**config.mk**
```make
export PLATFORM = sky130hd
export DESIGN_NAME = spike_cnt_window
export DESIGN_NICKNAME = d
export VERILOG_FILES = /design/src/rtl/spike_cnt_window.sv
export SDC_FILE = /design/constraint.sdc
export NUM_CORES = 1
export LEC_CHECK = 0
export CORE_AREA = 3 3 87 89
export CTS_CLUSTER_SIZE = 24
export DETAILED_ROUTE_END_ITERATION = 6
export DIE_AREA = 0 0 90 92
export GPL_ROUTABILITY_DRIVEN = 0
export PLACE_DENSITY = 0.91
export SYNTH_ARGS = -nofsm -noshare
export SYNTH_HDL_FRONTEND = slang
export SYNTH_SLANG_ARGS = --single-unit
```
**constraint.sdc**
```tcl
create_clock -name clk -period 7.5 [get_ports clk]
set_input_delay 1.125 -clock clk [delete_from_list [all_inputs] [get_ports clk]]
set_output_delay 1.125 -clock clk [all_outputs]
set_load 0.1 [all_outputs]
```
**src/rtl/spike_cnt_window.sv**
```systemverilog
// rtl/spike_cnt_window.sv - windowed per-lane spike counter with saturating accumulator.
// Optional feature: SPIKE_CNT_SMOOTH_EN reports the saturating sum of the last 4 closed windows.
module spike_cnt_window #(
  parameter int NLANES    = 16,
  parameter int EDGE_MODE = 1
) (
  input  logic              clk,
  input  logic              reset,
  input  logic [NLANES-1:0] i_spikes,
  input  logic              i_enable,
  input  logic              i_tick,
  output logic [31:0]       i_spike_cnt,
  output logic              o_cnt_valid,
  output logic              o_sat
);

  logic [NLANES-1:0] r_prev;
  logic [31:0]       r_acc;
  logic [NLANES-1:0] w_events;
  logic [5:0]        w_pop;
  logic [32:0]       w_sum;
  logic [31:0]       w_win;
  logic              w_win_sat;
  logic [31:0]       w_out;

  always_comb begin
    if (EDGE_MODE != 0) w_events = i_spikes & ~r_prev;
    else                w_events = i_spikes;
    w_events = w_events & {NLANES{i_enable}};
  end

  always_comb begin
    w_pop = '0;
    for (int k = 0; k < NLANES; k++) w_pop = w_pop + {5'd0, w_events[k]};
  end

  // This cycle's events always join the window that closes on a tick in this cycle.
  assign w_sum     = {1'b0, r_acc} + {27'd0, w_pop};
  assign w_win_sat = (w_sum >= 33'h0_FFFF_FFFF);
  assign w_win     = w_sum[32] ? 32'hFFFF_FFFF : w_sum[31:0];

`ifdef SPIKE_CNT_SMOOTH_EN
  logic [31:0] r_hist [3];
  logic [33:0] w_hsum;

  assign w_hsum = {2'b0, w_win} + {2'b0, r_hist[0]} + {2'b0, r_hist[1]} + {2'b0, r_hist[2]};
  assign w_out  = (w_hsum > 34'h0_FFFF_FFFF) ? 32'hFFFF_FFFF : w_hsum[31:0];

  always_ff @(posedge clk or negedge reset) begin
    if (!reset) begin
      r_hist[0] <= '0;
      r_hist[1] <= '0;
      r_hist[2] <= '0;
    end else if (i_tick) begin
      r_hist[0] <= w_win;
      r_hist[1] <= r_hist[0];
      r_hist[2] <= r_hist[1];
    end
  end
`else
  assign w_out = w_win;
`endif

  // r_prev tracks the raw lines even while disabled, so enable rising mid-pulse adds no edge.
  always_ff @(posedge clk or negedge reset) begin
    if (!reset) begin
      r_prev      <= '0;
      r_acc       <= '0;
      i_spike_cnt <= '0;
      o_cnt_valid <= 1'b0;
      o_sat       <= 1'b0;
    end else begin
      r_prev      <= i_spikes;
      o_cnt_valid <= i_tick;
      if (w_win_sat) o_sat <= 1'b1;
      if (i_tick) begin
        i_spike_cnt <= w_out;
        r_acc       <= '0;
      end else begin
        r_acc <= w_win;
      end
    end
  end

endmodule
```
# [Yosys cells after proc, flatten, opt, wreduce, memory -nomap -nowiden]
# Cells that the tools add are included.
[op_classes] n_addsub=16 n_lt_le_gt_ge=1 n_mux=2 n_bitwise=3
[op_table] cell="32-bit 2-to-1 mux" n=2
[op_table] cell="6-bit by 1-bit adder with 6-bit output" n=10
[op_table] cell="32-bit by 6-bit adder with 33-bit output" n=1
[op_table] cell="33-bit by 32-bit >= comparator with 1-bit output (second input constant)" n=1
[op_table] cell="16-bit AND" n=2
[op_table] cell="16-bit NOT" n=1
[op_table] cell="5-bit by 1-bit adder with 6-bit output" n=1
[op_table] cell="4-bit by 1-bit adder with 5-bit output" n=1
[op_table] cell="3-bit by 1-bit adder with 4-bit output" n=1
[op_table] cell="2-bit by 1-bit adder with 3-bit output" n=1
[op_table] cell="1-bit by 1-bit adder with 2-bit output" n=1
[word_totals] regBits=82 input_bits=20 output_inout_bits=34 wordCells=27

# [Logic depth before layout (Yosys ltp)]
[depth] depth_word=21 depth_mapped=20 ltp_nobuf=18

# [Worst setup path before layout]
# OpenSTA, ideal clock, no wires.
[synth_path] path_type="input -> register" from="in i_enable" to="reg i_spike_cnt[20]" setup_time_ns=0.137 arrival_time_ns=5.612 required_time_ns=7.363 slack_ns=1.751 path_stages=19 n_path_buf=2 path_cell_list="clkbuf_1 nand3b_1 fa_1 inv_1 fa_1 inv_1 fa_1 inv_1 fa_1 fa_1 fa_1 a21oi_1 o22a_1 nor4_4 nand2_1 nor2_2 buf_4 nor3b_1 a21oi_1"
[synth_between] elab_chain_len=18
[synth_lines] item="start, declared" line="10" source="input logic i_enable,"
[synth_lines] item="16-bit AND *" line="29" source="w_events = w_events & {NLANES{i_enable}};"
[synth_lines] item="1-bit by 1-bit adder with 2-bit output" line="34" source="for (int k = 0; k < NLANES; k++) w_pop = w_pop + {5'd0, w_events[k]};"
[synth_lines] item="2-bit by 1-bit adder with 3-bit output" line="34"
[synth_lines] item="3-bit by 1-bit adder with 4-bit output" line="34"
[synth_lines] item="4-bit by 1-bit adder with 5-bit output" line="34"
[synth_lines] item="5-bit by 1-bit adder with 6-bit output" line="34"
[synth_lines] item="6-bit by 1-bit adder with 6-bit output (9 in series)" line="34"
[synth_lines] item="6-bit by 1-bit adder with 6-bit output *" line="34"
[synth_lines] item="32-bit by 6-bit adder with 33-bit output *" line="38" source="assign w_sum = {1'b0, r_acc} + {27'd0, w_pop};"
[synth_lines] item="32-bit 2-to-1 mux *" line="40" source="assign w_win = w_sum[32] ? 32'hFFFF_FFFF : w_sum[31:0];"
[synth_lines] item="end signal, assigned" line="77" source="i_spike_cnt <= w_out;"
[synth_lines] item="end, declared" line="12" source="output logic [31:0] i_spike_cnt,"
# Every way passes the cells marked *; elsewhere a longest branch is shown, timed or not.
# A chain may end at the register's enable or synchronous reset.

# [Final worst setup path]
[layout_path] from="in i_enable" to="reg o_sat"
[layout_between] elab_chain_len=18
[layout_lines] item="16-bit AND *" line="29"
[layout_lines] item="1-bit by 1-bit adder with 2-bit output" line="34"
[layout_lines] item="2-bit by 1-bit adder with 3-bit output" line="34"
[layout_lines] item="3-bit by 1-bit adder with 4-bit output" line="34"
[layout_lines] item="4-bit by 1-bit adder with 5-bit output" line="34"
[layout_lines] item="5-bit by 1-bit adder with 6-bit output" line="34"
[layout_lines] item="6-bit by 1-bit adder with 6-bit output (9 in series)" line="34"
[layout_lines] item="6-bit by 1-bit adder with 6-bit output *" line="34"
[layout_lines] item="32-bit by 6-bit adder with 33-bit output *" line="38"
[layout_lines] item="33-bit by 32-bit >= comparator with 1-bit output *" line="39" source="assign w_win_sat = (w_sum >= 33'h0_FFFF_FFFF);"
[layout_lines] item="end signal, assigned" line="71" source="o_sat <= 1'b0;"
[layout_lines] item="end signal, assigned" line="75" source="if (w_win_sat) o_sat <= 1'b1;"
[layout_lines] item="end, declared" line="14" source="output logic o_sat"
# Marks and branches as above.

==> out/metrics.csv <==
metric;value;unit
clkTransAtPathRegs;80;ps
initial_utilization;58.33;%
status;finished clean;
layout_min_cycle_time;6292;ps
r2r-start;r_prev[10]$_DFF_PN0_;
fin_util;69.87;%
wl;8170;um
met3_usage;6.563;%
grt_pass1_vias;3028;
die_h;92;um
grt_antenna_before_repair;0;
holdBufCountCts;0;
fp.dieW;90;um
grt_max_degree;95;
cellLeakagePower;2.182;nW
period_share;83.90;%
overflow;0;
cts-resized-gates;0;
firstDrtPassIters;5;
maxSlewViolCount;0;
grt_pass1_wl;14260;um
io_pins;54;
async_flop_share;100.0;%
hold_path_depth;1;
worst_setup_path_start_kind;input pin;
synth_fa_ha_area_share;8.540;%
yosysMostFrequentCell;nor2_1;
setup_tns;0;ps
rsz0062_at_grt;no;
reg2reg_depth;17;
vias_per_cell;5.421;
cts_tree;done;
core_area;6832;um2
fin_skew;9.231;ps
drt_iter0_drc;149;
drive_gt1_share;5.689;%
synth_top_family_by_area;simple AND/OR/NAND/NOR gates;
synth_flop_cell;dfrtp_1;
synth_xor_area_share;6.154;%
rrSetupSlack;2400;ps
critPathRequiredTime;7780;ps
yosys_warnings;0;
wire_per_inst;14.77;um
synth.avg_cell_area;9.938;um2
hp-class;reg -> reg;
synthToLayoutAreaGrowth;19.78;%
yosysUniqueCellTypes;40;
setup.worst_path.start;i_enable;
synth_area;3985;um2
maxCapViolCount;0;
synth_top_cell_by_area;dfrtp_1;
clock-sinks;82;
post-place-cells;537;
layout.nets;492;
rr_endpoint;o_sat$_DFFE_PN0P_;
antenna_cells;0;
dieArea;8280;um2
clockRootBuffer;clkbuf_8;
worstMarginPinSlew;983.2;ps
critPathMaxFanout;16;
crit_type;in -> reg;
grt_use_met2;34.66;%
grt_busiest_layer;met2;
hold_ws;511.5;ps
num_vias;2998;
hold_violations;0;
min-delay-start;i_spike_cnt[30]$_DFFE_PN0P_;
rows;30;
hpwlAfterDp;5607;um
grt_use_total;21.33;%
synth-seq-cells;82;
use_met1;27.30;%
synth_simple_gate_area_share;23.14;%
critPathCaptureType;flip-flop;
post_cts_buffers;0;
ys_seq_area_share;51.49;%
ir_drop;0.1601;mV
p_per_area;254.8;nW/um2
yosysTopAreaCellShare;51.49;%
ant_nets;0;
cts_buffers;9;
muxShareOfSynthArea;0.8163;%
synth_cells;401;
crit_arrival;6580;ps
clk_latency;360;ps
synth_fp_nets;441;
post-route-drc-count;0;
synth_edf_count;0;
io_buffers;53;
relSlewSlack;34.25;%
cts.path.max_buffers;2;
ys_top_cells_by_count;nor2_1, dfrtp_1, a21oi_1;
synth_compound_area_share;6.436;%
worstHoldEndpoint;i_spike_cnt[30]$_DFFE_PN0P_;
yosys-top-cells-area;dfrtp_1, nor2_1, fa_1, xnor2_1, a21oi_1;
finalSetupViolations;0;
cts.htree.levels;3;
fin_cells;553;
fmax;158.9;MHz
## registers in the layout, indices dropped and copies added, names as in the netlist
| name | cells |
|---|---|
| o_sat | 1 |
| r_acc | 32 |
| o_cnt_valid | 1 |
| r_prev | 16 |
| i_spike_cnt | 32 |
## report_power, final
part / internal, mW / switching (mW) / leakage [nW]
combinational: 0.115 / 0.290 / 1.02
sequential: 0.476 / 0.0164 / 1.06
clock: 0.162 / 0.157 / 0.103
total: 0.752 / 0.464 / 2.18
## worst max-delay path, cell delays in order
cell	delay (ps)
clkdlybuf4s50_1	670
and3b_1	340
fa_1	500
inv_1	50
fa_1	500
fa_1	560
inv_1	60
fa_1	500
fa_1	480
fa_1	430
a21oi_1	220
o22ai_1	230
and4_1	220
xnor2_1	130
nor4_1	270
nand4_1	130
o21ai_1	140
## cell usage in the layout (no fill, tap or decap), types with 3 or more instances in the layout
cell / count
nand2_1: 11
clkbuf_8: 10
o21ai_0: 3
clkinv_2: 3
fa_1: 12
nor2_1: 110
nor2b_1: 6
and3b_1: 7
nand3_1: 15
inv_1: 17
buf_4: 4
ha_1: 8
nand3b_1: 9
a21oi_1: 34
a211oi_1: 3
xnor2_1: 20
dfrtp_1: 82
nand4_1: 10
xor2_1: 8
clkdlybuf4s50_1: 51
and3_1: 5
## worst max path at each step
| stage | end | slack, ps | cells past startpoint |
|---|---|---|---|
| final | o_sat$_DFFE_PN0P_ | 1210 | 17 |
| after global routing | o_sat$_DFFE_PN0P_ | 850 | 18 |
| after CTS | o_sat$_DFFE_PN0P_ | 1200 | 17 |
| after detailed placement | o_sat$_DFFE_PN0P_ | 830 | 17 |
| after global placement | i_spike_cnt[20]$_DFFE_PN0P_ | 1000 | 18 |
| after floorplan | i_spike_cnt[20]$_DFFE_PN0P_ | 1750 | 19 |
## final cells by class
type	instances	area (um2)
well taps	96	120.1
multi-input cells	286	1797
fillers	506	2058
clock buffers	11	141.4
flip-flops and latches	82	2052
repair buffers	56	545.5
inverters	17	63.81
clock inverters	5	53.80
## cells by family after synthesis
logic type / count (synthesis)
AO/OA/AOI/OAI: 47
XOR/XNOR: 28
adder cells (fa/ha/maj): 20
buffers and inverters: 33
flip-flops: 82
multiplexers: 3
AND/OR/NAND/NOR: 188
## routing by layer
layer  up-vias  wire length [um]
met5         -                 0
met1      1459              3583
li1       1433                 -
met3        15               451
met2        91              3991
met4         0               144
## metrics by stage
stage | setup WS, ps | total power, mW | instance area (um2)
3_3_place_gp | 1002 | 0.8950 | 4578
5_1_grt | 853.7 | 1.279 | 4773
4_1_cts | 1199 | 1.222 | 4773
2_1_floorplan | 1752 | 0.8000 | 3985
6_report | 1208 | 1.216 | 4773
3_5_place_dp | 826.1 | 0.9047 | 4578
No activity file was read; power rests on OpenSTA's default activity.
==> RTL change (same flow settings) <==
Build with the macro `SPIKE_CNT_SMOOTH_EN` defined.
--- a/src/rtl/spike_cnt_window.sv
+++ b/src/rtl/spike_cnt_window.sv
@@ -1,4 +1,6 @@
 // rtl/spike_cnt_window.sv - windowed per-lane spike counter with saturating accumulator.
 // Optional feature: SPIKE_CNT_SMOOTH_EN reports the saturating sum of the last 4 closed windows.
+`define SPIKE_CNT_SMOOTH_EN
+
 module spike_cnt_window #(
   parameter int NLANES    = 16,
Check against the original RTL: not equivalent (a bounded check fails within 4 cycles, from zero or initial values and one cycle with reset low).
==> RTL change against the unedited design <==
Synthesized cell count rose to 2.8 times the old value; the run now fails in global placement without I/O (3_1_place_gp_skip_io); area after synthesis rose to 2.8 times the old value.
==> RTL change: results (changes against the unedited design) <==
[synthesis]
ys_warn_count=0  ; unchanged
ys_seq_area_share_pct=39.86  ; -12 points
syn_nets=1247  ; +180%
ys_types=58  ; +45%
ys_seq_elements=178  ; +120%
synthCells=1110  ; +180%
synth_common_cells=199 x inv_1, 178 x dfrtp_1, 114 x nor2_1
synth_area_leaders=dfrtp_1 40%, fa_1 14%, inv_1 6.7%
ys_async_sr_fraction_pct=100.0  ; unchanged

[status]
haltStage=global placement without I/O (3_1_place_gp_skip_io)
status=stopped before the end
stop_error=[ERROR GPL-0301] Utilization 174.734 % exceeds 100%.

[die]
die_w_um=90  ; unchanged

-- RTL change: kinds of logic after synthesis --
logic type      after synthesis  share of synthesized area (%)
buf+inv                     239                          8.118
compound gates              187                          11.19
simple gates                270                          11.81
mux                          69                          6.897
flops                       178                          39.86
fa+ha+maj                   117                          18.21
xor+xnor                     50                          3.919
